## src/rtl/uart_rx.sv

```systemverilog
// uart_rx -- 8N1 serial receiver, LSB first, with a valid/ready byte output.
//
// Recovers bytes from an asynchronous rx line using a baud counter derived
// from the system clock. The start bit is confirmed at half a bit time; the
// data and stop bits are then sampled every DIV clocks.
//
// Parameters
//   FBASE     system clock frequency in Hz
//   BAUDRATE  line bit rate in baud (FBASE / BAUDRATE must be >= 4)
// Ports
//   clk        system clock, rising edge
//   rst        asynchronous active-high reset
//   rx         serial line, idles high, asynchronous to clk
//   out_data   received byte, stable while out_valid = 1
//   out_valid  a byte is available
//   out_ready  consumer accepts the byte when out_valid & out_ready
//   frame_err  one-cycle pulse: the stop bit was sampled low
//   overrun    sticky: a byte completed while the previous one was unaccepted
module uart_rx #(
  parameter int FBASE    = 50_000_000,
  parameter int BAUDRATE = 115_200
) (
  input  logic       clk,
  input  logic       rst,
  input  logic       rx,
  output logic [7:0] out_data,
  output logic       out_valid,
  input  logic       out_ready,
  output logic       frame_err,
  output logic       overrun
);

  localparam int DIV  = FBASE / BAUDRATE;
  localparam int HALF = DIV / 2;
  localparam int CW   = (DIV > 1) ? $clog2(DIV) : 1;

  localparam logic [CW-1:0] HALF_M1 = CW'(HALF - 1);
  localparam logic [CW-1:0] DIV_M1  = CW'(DIV - 1);

  typedef enum logic [1:0] {IDLE, START, DATA, STOP} state_t;

  state_t          state_reg, state_next;
  logic [CW-1:0]   cnt_reg, cnt_next;
  logic [2:0]      bit_idx_reg, bit_idx_next;
  logic [7:0]      sh_reg, sh_next;
  logic [7:0]      out_data_reg, out_data_next;
  logic            out_valid_reg, out_valid_next;
  logic            frame_err_reg, frame_err_next;
  logic            overrun_reg, overrun_next;
  logic [1:0]      sync_reg;
  logic            rx_s;

  // Two-stage synchronizer; both stages reset to the idle (high) level so a
  // reset release never looks like a start bit.
  genvar gi;
  generate
    for (gi = 0; gi < 2; gi++) begin : g_sync
      always_ff @(posedge clk or posedge rst) begin
        if (rst) begin
          sync_reg[gi] <= 1'b1;
        end else begin
          sync_reg[gi] <= (gi == 0) ? rx : sync_reg[(gi == 0) ? 0 : gi - 1];
        end
      end
    end
  endgenerate

  assign rx_s = sync_reg[1];

  always_ff @(posedge clk or posedge rst) begin
    if (rst) begin
      state_reg     <= IDLE;
      cnt_reg       <= '0;
      bit_idx_reg   <= '0;
      sh_reg        <= '0;
      out_data_reg  <= 8'h00;
      out_valid_reg <= 1'b0;
      frame_err_reg <= 1'b0;
      overrun_reg   <= 1'b0;
    end else begin
      state_reg     <= state_next;
      cnt_reg       <= cnt_next;
      bit_idx_reg   <= bit_idx_next;
      sh_reg        <= sh_next;
      out_data_reg  <= out_data_next;
      out_valid_reg <= out_valid_next;
      frame_err_reg <= frame_err_next;
      overrun_reg   <= overrun_next;
    end
  end

  always_comb begin
    state_next     = state_reg;
    cnt_next       = cnt_reg;
    bit_idx_next   = bit_idx_reg;
    sh_next        = sh_reg;
    out_data_next  = out_data_reg;
    out_valid_next = out_valid_reg;
    frame_err_next = 1'b0;
    overrun_next   = overrun_reg;

    // A handshake retires the current byte; a byte loaded below in the same
    // cycle overrides this and keeps out_valid high.
    if (out_valid_reg && out_ready) begin
      out_valid_next = 1'b0;
    end

    case (state_reg)
      IDLE: begin
        // Level-triggered: a line held low re-arms immediately.
        if (!rx_s) begin
          state_next = START;
          cnt_next   = '0;
        end
      end
      START: begin
        cnt_next = cnt_reg + 1'b1;
        if (cnt_reg == HALF_M1) begin
          cnt_next = '0;
          if (!rx_s) begin
            state_next   = DATA;
            bit_idx_next = '0;
          end else begin
            state_next = IDLE;  // too short to be a start bit
          end
        end
      end
      DATA: begin
        cnt_next = cnt_reg + 1'b1;
        if (cnt_reg == DIV_M1) begin
          cnt_next              = '0;
          sh_next[bit_idx_reg]  = rx_s;
          if (bit_idx_reg == 3'd7) begin
            state_next = STOP;
          end else begin
            bit_idx_next = bit_idx_reg + 3'd1;
          end
        end
      end
      STOP: begin
        cnt_next = cnt_reg + 1'b1;
        if (cnt_reg == DIV_M1) begin
          // Return at mid-stop-bit so a following start edge is not missed.
          state_next = IDLE;
          cnt_next   = '0;
          if (rx_s) begin
            if (!out_valid_reg || out_ready) begin
              out_data_next  = sh_reg;
              out_valid_next = 1'b1;
            end else begin
              overrun_next = 1'b1;  // new byte dropped, old one kept
            end
          end else begin
            frame_err_next = 1'b1;
          end
        end
      end
      default: begin
        state_next = IDLE;
      end
    endcase
  end

  assign out_data  = out_data_reg;
  assign out_valid = out_valid_reg;
  assign frame_err = frame_err_reg;
  assign overrun   = overrun_reg;

endmodule
```

## config.mk

```make
export PLATFORM = sky130hd
export DESIGN_NAME = uart_rx
export DESIGN_NICKNAME = d
export VERILOG_FILES = /design/src/rtl/uart_rx.sv
export SDC_FILE = /design/constraint.sdc
export NUM_CORES = 1
export LEC_CHECK = 0
export BUFFER_PORTS_ARGS = -buffer_cell sky130_fd_sc_hd__buf_2
export CORE_ASPECT_RATIO = 0.6
export CORE_MARGIN = 1
export CORE_UTILIZATION = 35
export CTS_CLUSTER_SIZE = 10
export DETAILED_ROUTE_END_ITERATION = 10
export PLACE_DENSITY = 0.51
export SETUP_SLACK_MARGIN = 0.05
export SLEW_MARGIN = 30
export SYNTH_ARGS = -nofsm -noshare
export SYNTH_HDL_FRONTEND = slang
export SYNTH_SLANG_ARGS = --single-unit
```

## constraint.sdc

```tcl
create_clock -name clk -period 3 [get_ports clk]
set_clock_uncertainty 0.2 [all_clocks]
set_input_delay 0.45 -clock clk [delete_from_list [all_inputs] [get_ports clk]]
set_output_delay 0.45 -clock clk [all_outputs]
set_load 0.02 [all_outputs]
```

==> results_dict.tcl <==
set metrics [dict create \
    yosysMostFrequentCell "dfrtp_1" \
    dieWidth_um 92.2 \
    drv_slew 0 \
    cts_root_buf "clkbuf_8" \
    grt-ovfl-total 0 \
    synth_fp_nets 161 \
    numCtsBuffers 5 \
    synth-edff-count 0 \
    num_io_pins 15 \
    arrival_ps 2150 \
    synthCells 152 \
    top_layer_used "met4" \
    async_flop_share 1.00 \
    largest_register_ffs 9 \
    vdd_drop_max_mv 0.182 \
    coreArea_um2 4640 \
    drtIter0Drc 74 \
    start_util 0.368 \
    area_delta_synth_final_pct 13.4 \
    m1WireLength_um 1680 \
    worst_pin_slew_ps 632 \
    grt_pass1_wl_um 5500 \
    vias 1182 \
    die_area_um2 5170 \
    multi_input_area_um2 795 \
    nFillCells 452 \
    post_drt_wl_per_cell_um 13.6 \
    pwr-share-seq 0.591 \
    max_cap_viol_count 0 \
    tns_ps 0 \
    synth_top_flop_cell "dfrtp_1" \
    ys_top_cells_by_area "dfrtp_1, mux2_2, nand2_1, ha_1, dfstp_2" \
    internal_power_uw 640 \
    path_buf_inv 1 \
    clock_latency_ps 270 \
    critPathSlowestCell "dfrtp_1" \
    end_kind "flop" \
    total_power_uw 808 \
    fin_crit_ps 2190 \
    via_per_inst 5.01 \
    ys_warn_count 0 \
    track_usage 0.138 \
    firstDrtPassIters 4 \
    htree_num_levels 2 \
    avgSynthCellArea_um2 11.2 \
    worst-endpoint-required_ps 2960 \
    status "completed" \
    die_h_um 56.1 \
    setup-violations-final 0 \
    cts.clk_slew.worst_paths_ps 70 \
    cts.repair.resized 0 \
    power.density_nw_per_um2 417 \
    power.switching_uw 167 \
    synth_top_area_cell "dfrtp_1" \
    place_congestion 0.715 \
    seqCellArea_um2 878 \
    crit_type "flop to flop" \
    drc 0 \
    fp-row-count 19 \
    relSlewSlack 0.577 \
    routed_wirelength_um 3200 \
    swShare 0.207 \
    first_global_vias 1108 \
    wl_met3_um 190 \
    synth_common_cells "dfrtp_1, nand2_1, mux2_2, nor2_1, inv_1" \
    drive_above_1_share 0.289 \
    hold_buffers 0 \
    p_clk_frac 0.393 \
    path_delay_family "simple AND/OR/NAND/NOR gates" \
    dp_hpwl_um 2290 \
    crit_chain "inv_1, ha_1, and4bb_2, nand2_4, nor4_1, mux2_2" \
    finalHoldViolCount 0 \
    max_freq_mhz 457 \
    post_cts_buffers 0 \
    cts_tree "done" \
    nets 181 \
    clock_path_buffers 2 \
    antenna_cells 0 \
    grt_setup_unrepaired "no" \
    combPwrFrac 0.016 \
    p_leak_nw 0.939 \
    antenna_found_initial 0 \
    ant_nets 0 \
    dr_wl_met2_um 1310 \
    min_period_over_period 0.729 \
    start_kind "flop" \
    numClockSinks 35 \
    worst-path-max-fanout 8 \
    whs_ps 65.0 \
    yosys.cell_types.count 37 \
    grt_max_degree 36 \
    cp_slowest_stage_delay_ps 420 \
    min_path_type "input port to async pin" \
    ys_ff_latch 35 \
    yosysTopAreaCellShare 0.484 \
    syn_area_um2 1710 \
    seq_area_frac_synth 0.514 \
    portBuffers 14 \
]
==> power groups by stage <==
stage,clock network [mW],registers [mW],logic (mW)
after floorplan,0,0.484,0.00915
after global placement,0,0.486,0.0131
after detailed placement,0,0.486,0.0136
after CTS,0.327,0.477,0.0136
after global routing,0.353,0.477,0.0153
final,0.318,0.477,0.0127
==> cell usage in the layout (no fill, tap or decap), drive strengths merged, types with 4 or more instances in the layout <==
master / n
buf: 15
clkbuf: 7
dfrtp: 33
ha: 5
inv: 7
mux2: 17
nand2: 24
nand3: 4
nor2: 8
nor2b: 5
nor4: 6
o21ai: 6
o22ai: 4
==> cells by family after synthesis <==
logic type,synth area share
compound gates,0.0872
xor+xnor,0.0103
fa+ha+maj,0.0366
buf+inv,0.0205
flops,0.514
mux,0.124
simple gates,0.207
==> layer usage <==
layer  vias up  global-route usage
met3         2              0.0410
met4         0              0.0335
met2        32               0.190
li1        582                   -
met1       566               0.212
met5         -                   0
==> final timing paths <==
path                                  start           to  cells after the start  slack [ps]
worst max-delay path             cnt_reg[1]    sh_reg[6]                      6         810
worst min-delay path                    rst    sh_reg[6]                      3          70
worst max register to register   cnt_reg[1]    sh_reg[6]                      6         810
worst min register to register  sync_reg[0]         rx_s                      0         160
max in group asynchronous               rst  sync_reg[0]                      3        2190
min in group clk                         rx  sync_reg[0]                      1          70
==> through the flow <==
| step | cell area [um2] | utilization | cells | setup WS (ps) |
|---|---|---|---|---|
| floorplan | 1710 | - | 152 | 1000 |
| global placement | 1860 | 0.400 | 228 | 865 |
| detailed placement | 1860 | 0.400 | 228 | 823 |
| CTS | 1940 | 0.418 | 236 | 803 |
| global route | 1940 | 0.418 | 236 | 691 |
| finish | 1940 | 0.418 | 236 | 812 |
==> worst reg2reg max path: cells and delay by family, from the launching register on <==
kind	cells	cell delay, ps
buffers and inverters	1	90
muxes	1	390
adders and majority gates	1	130
and+or+nand+nor	3	840
DFF	1	420
==> layout make-up <==
type / count / area share
multi-input combinational: 108 / 0.410
clock inverter: 1 / 0.00258
sequential: 35 / 0.453
timing repair buffer: 15 / 0.0401
tap: 63 / 0.0407
clock buffer: 7 / 0.0394
inverter: 7 / 0.0136
Note: power is estimated with default switching activity, not from simulation.
